==> config.mk <==
export PLATFORM = sky130hd
export DESIGN_NAME = ram_arbiter
export DESIGN_NICKNAME = d
export VERILOG_FILES = /design/src/rtl/ram_arbiter.sv
export SDC_FILE = /design/constraint.sdc
export NUM_CORES = 1
export LEC_CHECK = 0
export ABC_AREA = 1
export CORE_AREA = 3 3 116 118
export CTS_CLUSTER_DIAMETER = 150
export CTS_CLUSTER_SIZE = 10
export DETAILED_ROUTE_END_ITERATION = 10
export DIE_AREA = 0 0 119 121
export GPL_TIMING_DRIVEN = 1
export HOLD_SLACK_MARGIN = 0.03
export PLACE_DENSITY = 0.73
export RECOVER_POWER = 100
export SYNTH_ARGS = -nofsm -noshare
export SYNTH_HDL_FRONTEND = slang
export SYNTH_SLANG_ARGS = --single-unit
==> constraint.sdc <==
create_clock -name clk -period 3.85 [get_ports clk]
set_input_delay 0.77 -clock clk [delete_from_list [all_inputs] [get_ports clk]]
set_output_delay 0.77 -clock clk [all_outputs]
set_load 0.03 [all_outputs]
==> src/rtl/ram_arbiter.sv <==
// Two-port arbiter sharing one synchronous single-port RAM between the CPU MEM
// stage and a loader/debug port, with round-robin priority and a one-cycle load response.
module ram_arbiter #(
  parameter int AW = 32,
  parameter int DW = 32
) (
  input  logic          clk,
  input  logic          reset,

  input  logic          cpu_req,
  input  logic          cpu_we,
  input  logic [AW-1:0] cpu_addr,
  input  logic [DW-1:0] cpu_wdata,
  output logic          cpu_gnt,
  output logic          cpu_rvalid,
  output logic          cpu_stall,
  output logic [DW-1:0] cpu_rdata,

  input  logic          dbg_req,
  input  logic          dbg_we,
  input  logic [AW-1:0] dbg_addr,
  input  logic [DW-1:0] dbg_wdata,
  output logic          dbg_gnt,
  output logic          dbg_rvalid,
  output logic [DW-1:0] dbg_rdata,

  output logic          ram_read_enable,
  output logic          ram_write_enable,
  output logic [AW-1:0] ram_addr,
  output logic [DW-1:0] ram_data,
  input  logic [DW-1:0] ram_rdata
);

  typedef enum logic [1:0] {IDLE, ACCESS, RESP} state_t;

  localparam logic SIDE_CPU = 1'b0;
  localparam logic SIDE_DBG = 1'b1;

  state_t        state_reg, state_next;
  logic          owner_reg, owner_next;
  logic          prio_reg, prio_next;
  logic [DW-1:0] cpu_rdata_reg, dbg_rdata_reg;
  logic          owner_we;
  logic          cpu_elig, dbg_elig;

  // Requesters hold we stable through their grant, so the live input is the owner's we.
  assign owner_we = (owner_reg == SIDE_DBG) ? dbg_we : cpu_we;

  always_ff @(posedge clk or negedge reset) begin
    if (!reset) begin
      state_reg     <= IDLE;
      owner_reg     <= SIDE_CPU;
      prio_reg      <= SIDE_CPU;
      cpu_rdata_reg <= '0;
      dbg_rdata_reg <= '0;
    end else begin
      state_reg <= state_next;
      owner_reg <= owner_next;
      prio_reg  <= prio_next;
      if (cpu_rvalid) cpu_rdata_reg <= ram_rdata;
      if (dbg_rvalid) dbg_rdata_reg <= ram_rdata;
    end
  end

  always_comb begin
    state_next = state_reg;
    owner_next = owner_reg;
    prio_next  = prio_reg;
    // The owner's request is already being served in its ACCESS cycle.
    cpu_elig   = cpu_req & ~((state_reg == ACCESS) && (owner_reg == SIDE_CPU));
    dbg_elig   = dbg_req & ~((state_reg == ACCESS) && (owner_reg == SIDE_DBG));
    if ((state_reg == ACCESS) && !owner_we) begin
      state_next = RESP;
    end else if (cpu_elig || dbg_elig) begin
      state_next = ACCESS;
      if (cpu_elig && dbg_elig) owner_next = prio_reg;
      else                      owner_next = dbg_elig;
      prio_next = ~owner_next;
    end else begin
      state_next = IDLE;
    end
  end

  always_comb begin
    cpu_gnt          = 1'b0;
    dbg_gnt          = 1'b0;
    cpu_rvalid       = 1'b0;
    dbg_rvalid       = 1'b0;
    ram_read_enable  = 1'b0;
    ram_write_enable = 1'b0;
    ram_addr         = '0;
    ram_data         = '0;
    if (state_reg == ACCESS) begin
      cpu_gnt          = (owner_reg == SIDE_CPU);
      dbg_gnt          = (owner_reg == SIDE_DBG);
      ram_write_enable = owner_we;
      ram_read_enable  = ~owner_we;
      ram_addr         = (owner_reg == SIDE_DBG) ? dbg_addr  : cpu_addr;
      ram_data         = (owner_reg == SIDE_DBG) ? dbg_wdata : cpu_wdata;
    end
    if (state_reg == RESP) begin
      cpu_rvalid = (owner_reg == SIDE_CPU);
      dbg_rvalid = (owner_reg == SIDE_DBG);
    end
  end

  // RAM data arrives in the RESP cycle itself, so it bypasses the hold register then.
  assign cpu_rdata = cpu_rvalid ? ram_rdata : cpu_rdata_reg;
  assign dbg_rdata = dbg_rvalid ? ram_rdata : dbg_rdata_reg;

  assign cpu_stall = reset &
                     ((cpu_req & ~(cpu_gnt & cpu_we) & ~cpu_rvalid) |
                      (cpu_gnt & ~cpu_we));

endmodule

# == After elaboration in Yosys (flattened, before gate mapping) ==
# Cells that the tools add are included.
# op_classes
n_reduce_logical,7
addsub,0
n_mux,18
multipliers,0
n_lt_le_gt_ge,0
eq_ne,2
bitwise_logic,17
shifts,0
n_div,0
# ops
cell,n
$mux W32,6
$mux W1,11
$not A1 Y1,9
$and A1 B1 Y1,7
$logic_and A1 B1 Y1,4
$eq A2 B1 Y1 const B,1
$eq A2 B2 Y1 const B,1
$mux W2,1
$reduce_and A2 Y1,1
$logic_not A1 Y1,1
$logic_or A1 B1 Y1,1
$or A1 B1 Y1,1
# word_totals
ram_bits,0
ff_bits,68
latchBits,0
wordCells,49
mem_count,0
in_bits,166
romBits,0
out_inout_bits,135

# == Logic depth before layout (Yosys ltp) ==
# logic_depth
depth_word,9
depth_mapped,8
ltp_nobuf,8

# == Worst setup path after synthesis ==
# Ideal clock, no wire load.
# synth_path
path_type,reg-to-output
startpoint,register owner_reg
endpoint,output port cpu_rdata[0]
path_buffers,2
arrival_time_ps,1602
stages_incl_launch_ff,6
required_ps,3080
slack_ps,1478
path_cell_list,dfrtp_1 inv_2 nand3_1 buf_2 buf_2 o21ai_0
# synth_between
elab_chain_cells,3
# synth_lines
element,line_no,text
"start, declared",40,"logic owner_reg, owner_next;"
"start signal, assigned",58,owner_reg <= owner_next;
$not A1 Y1,102,cpu_rvalid = (owner_reg == SIDE_CPU);
$mux W1,101,if (state_reg == RESP) begin
$mux W32,108,assign cpu_rdata = cpu_rvalid ? ram_rdata : cpu_rdata_reg;
"end, declared",17,"output logic [DW-1:0] cpu_rdata,"
# No other way between the ends.

# == Final worst setup path ==
# layout_path
startpoint,register owner_reg
endpoint,output port ram_addr[15]
# layout_between
elab_chain_cells,2
# layout_lines
element,line_no,text
$mux W32,98,ram_addr = (owner_reg == SIDE_DBG) ? dbg_addr : cpu_addr;
$mux W32,93,if (state_reg == ACCESS) begin
"end, declared",29,"output logic [AW-1:0] ram_addr,"
# No other way between the ends.

==> impl_summary.md <==
Setup path
The worst setup path is launched from a flop. The slowest cell on the critical path is sky130_fd_sc_hd__dlygate4sd3_1. In this design, the stage delay of the slowest critical-path cell is 0.74 ns. STA puts the critical path data arrival time at 2.77 ns.

The required time reported for the critical path endpoint is 3.08 ns. The worst setup path is of the reg -> out kind. Among cell families on the critical path, the largest total delay comes from buffers and inverters. Of all nets on the critical path, the largest fanout is 40. Walking the worst path, the cells encountered are inv_1 > nand3_2 > inv_2 > buf_4 > a22o_1 > dlygate4sd3_1. STA classifies the critical path endpoint as an output port. The critical path buffer and inverter count is 4.

Place
The HPWL reported at the end of detailed placement is 13980 um. The count of input and output buffers is 300. The placement-stage worst setup slack is 0.7530 ns. The count of placed standard cells including taps is 809. The placer congestion estimate is 0.8798.

STA
The worst slew slack as a fraction of its limit is -8.732%. The post-route fraction of the period consumed by the critical path is 92.06%. For the final routed database, the setup TNS stands at 0 ns.

The final setup slack of the worst path is 0.3056 ns. Based on the critical path, the design can be clocked at up to 0.2821 GHz. The max-slew violation count is 69. Setup repair after global routing left no endpoint under its margin. At the pin with the least slew margin, the transition time is 1.631 ns. Clock skew on the completed layout was measured at 0.005346 ns. Setup violations remaining at the end of the flow were counted as 0. The time the final worst path needs with I/O delays and setup is 3.544 ns. The number of hold-slack violations in the final timing report is 0.

Detailed routing
The first routing iteration left 213 violations. Wires add up to 16950 um. The final antenna-violating net count is 0. After detailed routing, the average wire length per cell comes to 20.55 um.

The total number of vias is 3849. Dividing the detail-routed via count by the number of cells gives 4.665. Before antenna repair, the detailed router went through 4 iterations. After detailed routing, the number of remaining DRC violations is 0.

Global routing
The met2 usage in global routing is 38.33%. The global routing stage identified its most utilized layer as met2. The first-pass GRT wire length is 24740 um.

The total routing resource utilization after global routing is 23.07%. The largest net degree at the start of global routing is 69. The number of antenna violations at the first check in global routing is 4. The met1 routing resource usage after global routing is 27.00%. The via count of the first global-routing pass is 4010.

The met3 demand-to-capacity share in global routing is 10.02%. For this run the aggregate overflow at the end of global routing stands at 0.

Clock tree
The post-CTS clock slew at the launch and capture registers of the worst setup and hold paths is 0.06 ns. TritonCTS built the clock tree. The H-tree was split into 3 levels.

The clock passes through at most 2 buffers. The cell at the root of the clock tree is sky130_fd_sc_hd__clkbuf_16. The quantity of gates resized following cts is 0. The number of buffers created by CTS is 9. Hold repair after CTS inserted 0 buffers. The post-CTS setup repair buffer count is 0. CTS saw 68 sinks. The later pin in the worst-skew pair is clocked with a latency of 0.33 ns.

Cells and area
The share of post-route cells with drive strength above 1 is 4.594%. The top cell types in the final layout, fill and taps aside, are 164 x sky130_fd_sc_hd__clkdlybuf4s50_1, 135 x sky130_fd_sc_hd__dlygate4sd3_1, 79 x sky130_fd_sc_hd__nand2_1, 68 x sky130_fd_sc_hd__dfrtp_1, 64 x sky130_fd_sc_hd__a22o_1. In the final design database the tool counted 814 nets. The synthesis-to-finish area growth is 102.7%.

After the flow finishes, the layout carries non-filler instances totaling 825. The library cell used most frequently in the layout, excluding fill and tap cells, is sky130_fd_sc_hd__clkdlybuf4s50_1. The repair_antennas step left the layout with diodes totalling 0.

Synth
The count of synthesis-stage warnings from yosys is 0. The fraction of synthesized cell area taken by the top area cell type is 51.44%. The post-synthesis sequential area ratio is 51.44%. A synthesized cell averages 9.267 sq um. Synthesis produced a netlist whose cell count is 357. The largest total area in the synthesized netlist belongs to sky130_fd_sc_hd__dfrtp_1. Counting every net in the synthesized netlist gives 523.

Ranked by total cell area, the synthesized netlist is headed by sky130_fd_sc_hd__dfrtp_1 51%, sky130_fd_sc_hd__a22o_1 17%, sky130_fd_sc_hd__nand2_1 9.0%. The post-synth design cell area is 3308 sq um. The number of distinct library cells after synthesis is 16. Synthesis inferred 68 register bits.

Power and ir drop
The total power per unit cell area is 962.4 nW/um^2. The worst-case IR drop observed on VDD is 0.0006319 V. Overall power consumption after layout is estimated at 6453 uW. The static leakage power is 0.003215 uW.

Worst hold path
The class of the tightest hold or removal check is reg -> reg.

Flow run
The number of max-capacitance violations reported is 1.

Status
The run finished, with violations left. The final reports fail on max-capacitance violations, max-slew violations.

Die
The count of pins on the block boundary is 301. The vertical extent of the die is 121 um. The floorplan die width is 119 um.

The floorplan has 41 rows. The die covers 14400 sq um. The initial core utilization is 26.32%.

After floorplanning, the core was sized to cover 12570 sq um.
cells by family after synthesis:
group / Yosys count / synth area share (%)
AO/OA/AOI/OAI: 131 / 27.16
buffers and inverters: 71 / 11.20
flip-flops: 68 / 51.44
AND/OR/NAND/NOR: 87 / 10.21
per-stage QoR:
| step | hold WS (ns) | instance area (sq um) | utilization [%] |
|---|---|---|---|
| global placement | 0.4663 | 6382 | 50.78 |
| global route | 0.5057 | 6705 | 53.35 |
| CTS | 0.4892 | 6709 | 53.38 |
| detailed placement | 0.4747 | 6382 | 50.78 |
| finish | 0.4869 | 6705 | 53.35 |
| floorplan | 0.4488 | 3308 | - |
Yosys cell counts:
cell and number:
sky130_fd_sc_hd__nand2_1 79, sky130_fd_sc_hd__dfrtp_1 68, sky130_fd_sc_hd__a22o_1 64, sky130_fd_sc_hd__o21ai_0 55, sky130_fd_sc_hd__inv_1 39, sky130_fd_sc_hd__buf_2 14
sky130_fd_sc_hd__buf_6 11, sky130_fd_sc_hd__o21ai_1 9, sky130_fd_sc_hd__inv_2 4, sky130_fd_sc_hd__nand3_1 4, sky130_fd_sc_hd__nor2_1 3, sky130_fd_sc_hd__a21oi_1 2
sky130_fd_sc_hd__clkbuf_1 2, sky130_fd_sc_hd__buf_4 1, sky130_fd_sc_hd__nand3_2 1, sky130_fd_sc_hd__o21a_1 1
worst paths after layout:
| path | cells past startpoint | slack [ns] | startpoint | to |
|---|---|---|---|---|
| worst max-delay path | 6 | 0.31 | owner_reg | ram_addr[15] |
| worst min-delay path | 2 | 0.49 | prio_reg | prio_reg |
| worst max register to register | 4 | 2.31 | owner_reg | cpu_rdata_reg[2] |
| worst min register to register | 2 | 0.49 | prio_reg | prio_reg |
| max in group asynchronous | 2 | 1.79 | reset | dbg_rdata_reg[10] |
| min in group asynchronous | 2 | 1.10 | reset | dbg_rdata_reg[21] |
worst reg2reg max path: cells and delay by family, from the launching register on:
kind,cells,cell delay [ns]
flops,1,0.44
compound gates,1,0.27
simple gates,1,0.07
buf+inv,2,0.60
area by class of cell:
| cell class | instances | area [sq um] |
|---|---|---|
| clock buffer | 10 | 239.0 |
| clock inverter | 6 | 87.58 |
| fill | 1155 | 5863 |
| inverter | 43 | 161.4 |
| multi-input combinational | 218 | 1246 |
| sequential | 68 | 1702 |
| tap | 172 | 215.2 |
| timing repair buffer | 308 | 3054 |
metal layers:
layer | up-vias | routed length, um
li1 | 1796 | -
met1 | 1800 | 6532
met2 | 210 | 8252
met3 | 35 | 1688
met4 | 8 | 421
met5 | - | 58
report_power, final:
group	total, uW	internal (uW)	switching (uW)
Sequential	1190	1070	113
Combinational	4380	1580	2810
Clock	882	583	299
(Power assumes the default switching activity.)
